$ cat config.mk
export PLATFORM = sky130hd
export DESIGN_NAME = alu_seq
export DESIGN_NICKNAME = d
export VERILOG_FILES = /design/src/rtl/alu_seq.sv
export SDC_FILE = /design/constraint.sdc
export NUM_CORES = 1
export LEC_CHECK = 0
export ABC_CLOCK_PERIOD_IN_PS = 4900
export BUFFER_PORTS_ARGS = -buffer_cell sky130_fd_sc_hd__buf_2
export CAP_MARGIN = 5
export CORE_AREA = 2 2 66 62
export CTS_CLUSTER_DIAMETER = 40
export CTS_CLUSTER_SIZE = 40
export DETAILED_ROUTE_END_ITERATION = 12
export DIE_AREA = 0 0 68 64
export PLACE_DENSITY = 0.84
export SLEW_MARGIN = 20
export SYNTH_ARGS = -nofsm -noshare
export SYNTH_HDL_FRONTEND = slang
export SYNTH_SLANG_ARGS = --single-unit
$ cat constraint.sdc
create_clock -name clk -period 4.9 [get_ports clk]
set_clock_uncertainty 0.1 [all_clocks]
set_input_delay 0.245 -clock clk [delete_from_list [all_inputs] [get_ports clk]]
set_output_delay 0.245 -clock clk [all_outputs]
set_load 0.01 [all_outputs]
$ cat src/rtl/alu_seq.sv
// alu_seq: start/done handshaked ALU for the SAP datapath (add/sub/carry/logic/shift/rotate).
// Define ALU_SEQ_MULDIV_EN to compile in the multi-cycle shift-add MUL and restoring DIV.
module alu_seq #(
    parameter int WIDTH    = 8,
    parameter int OP_WIDTH = 4
) (
    input  logic                clk,
    input  logic                i_rst_n,
    input  logic                clk_en,
    input  logic                i_start,
    input  logic [OP_WIDTH-1:0] i_op,
    input  logic                i_latch_flags,
    input  logic [WIDTH-1:0]    i_a,
    input  logic [WIDTH-1:0]    i_t,
    output logic                o_busy,
    output logic                o_done,
    output logic [WIDTH-1:0]    o_data,
    output logic [WIDTH-1:0]    o_data_hi,
    output logic                o_zero,
    output logic                o_carry,
    output logic                o_odd,
    output logic                o_neg,
    output logic                o_ovf
);

    localparam logic [OP_WIDTH-1:0] OP_ADD = OP_WIDTH'(0);
    localparam logic [OP_WIDTH-1:0] OP_SUB = OP_WIDTH'(1);
    localparam logic [OP_WIDTH-1:0] OP_ADC = OP_WIDTH'(2);
    localparam logic [OP_WIDTH-1:0] OP_SBC = OP_WIDTH'(3);
    localparam logic [OP_WIDTH-1:0] OP_AND = OP_WIDTH'(4);
    localparam logic [OP_WIDTH-1:0] OP_OR  = OP_WIDTH'(5);
    localparam logic [OP_WIDTH-1:0] OP_XOR = OP_WIDTH'(6);
    localparam logic [OP_WIDTH-1:0] OP_SL  = OP_WIDTH'(7);
    localparam logic [OP_WIDTH-1:0] OP_SR  = OP_WIDTH'(8);
    localparam logic [OP_WIDTH-1:0] OP_ROL = OP_WIDTH'(9);
    localparam logic [OP_WIDTH-1:0] OP_ROR = OP_WIDTH'(10);
`ifdef ALU_SEQ_MULDIV_EN
    localparam logic [OP_WIDTH-1:0] OP_MUL = OP_WIDTH'(11);
    localparam logic [OP_WIDTH-1:0] OP_DIV = OP_WIDTH'(12);
    localparam int                  CNT_W  = $clog2(WIDTH);
`endif

    typedef enum logic [1:0] {
        S_IDLE,
        S_RUN,
        S_DONE
    } state_t;

    state_t state;

    logic [WIDTH:0]   sum_ext;
    logic [WIDTH-1:0] sc_lo;
    logic             sc_c;
    logic             sc_v;
    logic             sc_legal;
    logic             sc_multi;
    logic             carry_in;

    assign carry_in = o_carry & ((i_op == OP_ADC) | (i_op == OP_SBC));

    // Single-cycle result; carry-chained ops use the flag as it stands at accept.
    always_comb begin
        // NOTE: every signal driven here gets a default first, so no latch is inferred.
        sum_ext  = '0;
        sc_lo    = '0;
        sc_c     = 1'b0;
        sc_v     = 1'b0;
        sc_legal = 1'b1;
        sc_multi = 1'b0;
        case (i_op)
            OP_ADD, OP_ADC: begin
                sum_ext = {1'b0, i_a} + {1'b0, i_t} + {{WIDTH{1'b0}}, carry_in};
                sc_lo   = sum_ext[WIDTH-1:0];
                sc_c    = sum_ext[WIDTH];
                sc_v    = (i_a[WIDTH-1] == i_t[WIDTH-1]) && (sum_ext[WIDTH-1] != i_a[WIDTH-1]);
            end
            OP_SUB, OP_SBC: begin
                sum_ext = {1'b0, i_a} - {1'b0, i_t} - {{WIDTH{1'b0}}, carry_in};
                sc_lo   = sum_ext[WIDTH-1:0];
                sc_c    = sum_ext[WIDTH];
                sc_v    = (i_a[WIDTH-1] != i_t[WIDTH-1]) && (sum_ext[WIDTH-1] != i_a[WIDTH-1]);
            end
            OP_AND: sc_lo = i_a & i_t;
            OP_OR:  sc_lo = i_a | i_t;
            OP_XOR: sc_lo = i_a ^ i_t;
            OP_SL: begin
                sc_lo = {i_a[WIDTH-2:0], 1'b0};
                sc_c  = i_a[WIDTH-1];
            end
            OP_SR: begin
                sc_lo = {1'b0, i_a[WIDTH-1:1]};
                sc_c  = i_a[0];
            end
            OP_ROL: begin
                sc_lo = {i_a[WIDTH-2:0], o_carry};
                sc_c  = i_a[WIDTH-1];
            end
            OP_ROR: begin
                sc_lo = {o_carry, i_a[WIDTH-1:1]};
                sc_c  = i_a[0];
            end
`ifdef ALU_SEQ_MULDIV_EN
            OP_MUL, OP_DIV: begin
                sc_multi = 1'b1;
                sc_legal = 1'b0;
            end
`endif
            default: sc_legal = 1'b0;
        endcase
    end

`ifdef ALU_SEQ_MULDIV_EN
    // work holds {hi, lo} for MUL and {remainder, quotient} for DIV; opnd is the
    // multiplicand or divisor.
    logic [2*WIDTH-1:0] work;
    logic [2*WIDTH-1:0] work_next;
    logic [WIDTH-1:0]   opnd;
    logic [CNT_W-1:0]   cnt;
    logic               run_div;
    logic               run_latch;
    logic [WIDTH:0]     mul_sum;
    logic [WIDTH:0]     div_shift;
    logic [WIDTH:0]     div_diff;

    always_comb begin
        mul_sum   = {1'b0, work[2*WIDTH-1:WIDTH]} + (work[0] ? {1'b0, opnd} : '0);
        div_shift = {work[2*WIDTH-1:WIDTH], work[WIDTH-1]};
        div_diff  = div_shift - {1'b0, opnd};
        if (run_div) begin
            if (div_shift >= {1'b0, opnd}) begin
                work_next = {div_diff[WIDTH-1:0], work[WIDTH-2:0], 1'b1};
            end else begin
                work_next = {div_shift[WIDTH-1:0], work[WIDTH-2:0], 1'b0};
            end
        end else begin
            work_next = {mul_sum, work[WIDTH-1:1]};
        end
    end
`else
    assign o_busy = 1'b0;
`endif

    // NOTE: state is updated with non-blocking assignments only, so every register
    // sees the pre-edge values of the others.
    always_ff @(posedge clk) begin
        if (!i_rst_n) begin
            state     <= S_IDLE;
            o_done    <= 1'b0;
            o_data    <= '0;
            o_data_hi <= '0;
            o_zero    <= 1'b0;
            o_carry   <= 1'b0;
            o_odd     <= 1'b0;
            o_neg     <= 1'b0;
            o_ovf     <= 1'b0;
`ifdef ALU_SEQ_MULDIV_EN
            o_busy    <= 1'b0;
            work      <= '0;
            opnd      <= '0;
            cnt       <= '0;
            run_div   <= 1'b0;
            run_latch <= 1'b0;
`endif
        end else if (clk_en) begin
            case (state)
                S_IDLE, S_DONE: begin
                    if (i_start && !sc_multi) begin
                        state     <= S_DONE;
                        o_done    <= 1'b1;
                        o_data    <= sc_lo;
                        o_data_hi <= '0;
                        if (sc_legal && i_latch_flags) begin
                            o_zero  <= (sc_lo == '0);
                            o_carry <= sc_c;
                            o_odd   <= sc_lo[0];
                            o_neg   <= sc_lo[WIDTH-1];
                            o_ovf   <= sc_v;
                        end
                    end
`ifdef ALU_SEQ_MULDIV_EN
                    else if (i_start) begin
                        state     <= S_RUN;
                        o_busy    <= 1'b1;
                        o_done    <= 1'b0;
                        cnt       <= '0;
                        run_div   <= (i_op == OP_DIV);
                        run_latch <= i_latch_flags;
                        opnd      <= (i_op == OP_DIV) ? i_t : i_a;
                        work      <= {{WIDTH{1'b0}}, (i_op == OP_DIV) ? i_a : i_t};
                    end
`endif
                    else begin
                        state  <= S_IDLE;
                        o_done <= 1'b0;
                    end
                end
`ifdef ALU_SEQ_MULDIV_EN
                S_RUN: begin
                    work <= work_next;
                    cnt  <= cnt + 1'b1;
                    if (cnt == CNT_W'(WIDTH - 1)) begin
                        state     <= S_DONE;
                        o_busy    <= 1'b0;
                        o_done    <= 1'b1;
                        o_data    <= work_next[WIDTH-1:0];
                        o_data_hi <= work_next[2*WIDTH-1:WIDTH];
                        if (run_latch) begin
                            o_zero  <= run_div ? (work_next[WIDTH-1:0] == '0) : (work_next == '0);
                            o_carry <= run_div ? (opnd == '0) : (work_next[2*WIDTH-1:WIDTH] != '0);
                            o_odd   <= work_next[0];
                            o_neg   <= work_next[WIDTH-1];
                            o_ovf   <= 1'b0;
                        end
                    end
                end
`endif
                default: begin
                    state  <= S_IDLE;
                    o_done <= 1'b0;
                end
            endcase
        end
    end

endmodule

==> metrics.cfg <==
[setup_path]
slowest_delay_ps = 440
setup.worst_path.end_class = register
startpoint_type = register
crit_type = register to register
slowest_stage = dfxtp_1
worst-path-max-fanout = 5
crit_buf_inv = 0
crit_arrival_ps = 3240
crit_chain = nand3_1 -> fa_1 -> fa_1 -> o21a_1 -> or3_1 -> and3_1 -> a311oi_2 -> nand4_1 -> nor4_2 -> a21o_1
crit_required_ps = 4990
cp_common_cell = fa_1
crit_family = simple AND/OR/NAND/NOR gates

[drt]
via_per_inst = 5.80
wl_um = 4560
via_count = 1943
drt_iter0_markers = 90
wl_per_cell_um = 13.6
remaining_drc_errors = 0
antenna_left = 0
drt_pass1_iterations = 5

[run]
max_cap_violations = 0

[pwr]
p_sw_share_pct = 37.8
p_comb_share_pct = 49.3
power.switching_uw = 161
max-vdd-ir-drop_mv = 0.0630
intPower_uw = 266
clock_power_share_pct = 22.0
p_leak_nw = 1.14
sequentialPowerShare_pct = 28.8
power.density_mw_per_mm2 = 187

[layout]
drive_above_1_share_pct = 18.7
finalNetCount = 348
post-route-util_pct = 63.0
fin_cells = 335
antennaDiodeCount = 0
areaGrowthSynthToFinish_pct = 9.41

[worst_hold_path]
hold_path_class = input pin to register

[die]
rows = 21
die_width_um = 68
coreArea_sq_mm = 0.00363
ioPinCount = 48
start_util_pct = 57.6
die_h_um = 64
dieArea_sq_mm = 0.00435

[timing]
rsz0062_at_grt = false
fin_crit_sh_pct = 64.3
hold_viol = 0
worst_slack_ps = 1750
tightest_slew_ps = 969
setup_viol = 0
relSlewSlack_pct = 34.9
fin_hold_ws_ps = 211
fin_setup_tns_ps = 0
drv_slew = 0
period_needed_ps = 3150
fmax_mhz = 318

[place]
dp_hpwl_um = 3620
dpl.cell_count = 332
port_buffers = 38
place.gp.congestion = 0.899
pre_cts_ws_ps = 1610

[yosys]
synthTopCellsByArea = ha_1, dfxtp_1, inv_1, fa_1, a21oi_1
ys.warnings.count = 0
ys.flop_type = dfxtp_1
synth.avg_cell_area_sq_um = 8.00
ys_types = 56
async_flop_share_pct = 0
synth_cells = 261
synth-edff-count = 0
yosysSeqAreaShare_pct = 13.4
synth_top_area_cell = ha_1
yosysTopAreaCellShare_pct = 16.8
ys_ff_latch = 14
syn_area_sq_mm = 0.00209

[clock_tree]
cts_setup_buffers = 0
cts_buffer_depth = 2
clk_latency_ps = 250
cts_resized = 0
cts_hold_buf = 0
clk_pin_slew_ps = 50
cts_tree = done
cts.htree.levels = 1
clockRootBuffer = clkbuf_8
clkSinkCount = 14
cts-buffers-inserted = 3

[global_routing]
grt_pass1_vias = 1638
track_usage_pct = 22.1
grt_pass1_wl_um = 7520
grt_max_degree = 19
globalRouteOverflowTotal = 0
antenna_found_initial = 0

[outcome]
outcome = finished, final reports clean

[through the flow]
stage	cell area (sq um)	power (mW)
floorplan	2120	0.288
global placement	2240	0.329
detailed placement	2240	0.333
finish	2280	0.427
global route	2280	0.462
CTS	2280	0.428
[final cells by class]
type | instances | area, sq um
multi-input combinational | 206 | 1610
fill | 330 | 1340
sequential | 14 | 280
timing repair buffer | 38 | 190
inverter | 28 | 108
tap | 46 | 57.6
clock buffer | 3 | 41.3
[power groups by stage]
stage	combinational, mW	clock (mW)	sequential [mW]
floorplan	0.159	0	0.128
CTS	0.209	0.0967	0.123
global route	0.236	0.102	0.124
finish	0.210	0.0938	0.123
global placement	0.204	0	0.125
detailed placement	0.208	0	0.125
[cells in the mapped netlist, drive strengths merged (2+ instances only)]
| library cell | number |
|---|---|
| o21bai | 2 |
| o21a | 2 |
| dfxtp | 14 |
| ha | 28 |
| nor3b | 2 |
| fa | 4 |
| mux2 | 2 |
| or3 | 3 |
| or2 | 2 |
| o221ai | 2 |
| o211a | 6 |
| mux4 | 3 |
| o21ai | 11 |
| clkbuf | 9 |
| xnor2 | 6 |
| a21oi | 15 |
| nor2 | 11 |
| nor3 | 3 |
| a221oi | 2 |
| nor2b | 8 |
| a22oi | 5 |
| mux2i | 7 |
| xor2 | 5 |
| buf | 12 |
| nand2b | 10 |
| a211oi | 5 |
| a221o | 2 |
| o22ai | 8 |
| inv | 28 |
| nand3 | 8 |
| nand2 | 18 |
| a21o | 2 |
[layout by cell type, fill, tap and decap left out, drive strengths merged, types with 4 or more instances in the layout]
cell type | Yosys | final
a22oi | 5 | 5
nand2 | 18 | 18
ha | 28 | 28
mux2i | 7 | 7
dfxtp | 14 | 14
buf | 12 | 38
conb | 1 | 9
a211oi | 5 | 5
nor2b | 8 | 8
nor2 | 11 | 11
xor2 | 5 | 5
a21oi | 15 | 15
fa | 4 | 4
xnor2 | 6 | 6
nand3 | 8 | 8
nand2b | 10 | 10
inv | 28 | 28
o21ai | 11 | 11
o211a | 6 | 6
o22ai | 8 | 8
[cells by family after synthesis]
logic type	share of synthesized area, %
buf+inv	11.0
simple gates	17.7
compound gates	24.7
xor+xnor	4.62
other cells	0.180
flops	13.4
mux	7.67
fa+ha+maj	20.6
[registers in the layout, indices dropped and copies added, names as in the netlist]
signal   cells
o_carry      1
o_data       8
o_done       1
o_neg        1
o_odd        1
o_ovf        1
o_zero       1
[worst paths after layout]
path / end / from / slack, ps / depth (start not counted)
worst min register to register: o_data[0]$_SDFFE_PN0P_ / o_data[0]$_SDFFE_PN0P_ / 390 / 1
worst max-delay path: o_zero$_SDFFE_PN0P_ / o_carry$_SDFFE_PN0P_ / 1750 / 10
worst min-delay path: o_done$_SDFFE_PN0P_ / clk_en / 210 / 3
worst max register to register: o_zero$_SDFFE_PN0P_ / o_carry$_SDFFE_PN0P_ / 1750 / 10
[worst min-delay path: cells and delay by family]
kind | cells | cell delay, ps
AND/OR/NAND/NOR | 1 | 40
buffers and inverters | 1 | 80
AO/OA/AOI/OAI | 1 | 150
[layer usage]
metal	up-vias	global-route usage, %	share of wire (%)
li1	964	-	-
met1	893	30.7	45
met2	78	35.0	47
met3	8	2.46	6.7
met4	0	7.50	1.4
met5	-	0	0
No activity file was read; power rests on OpenSTA's default activity.
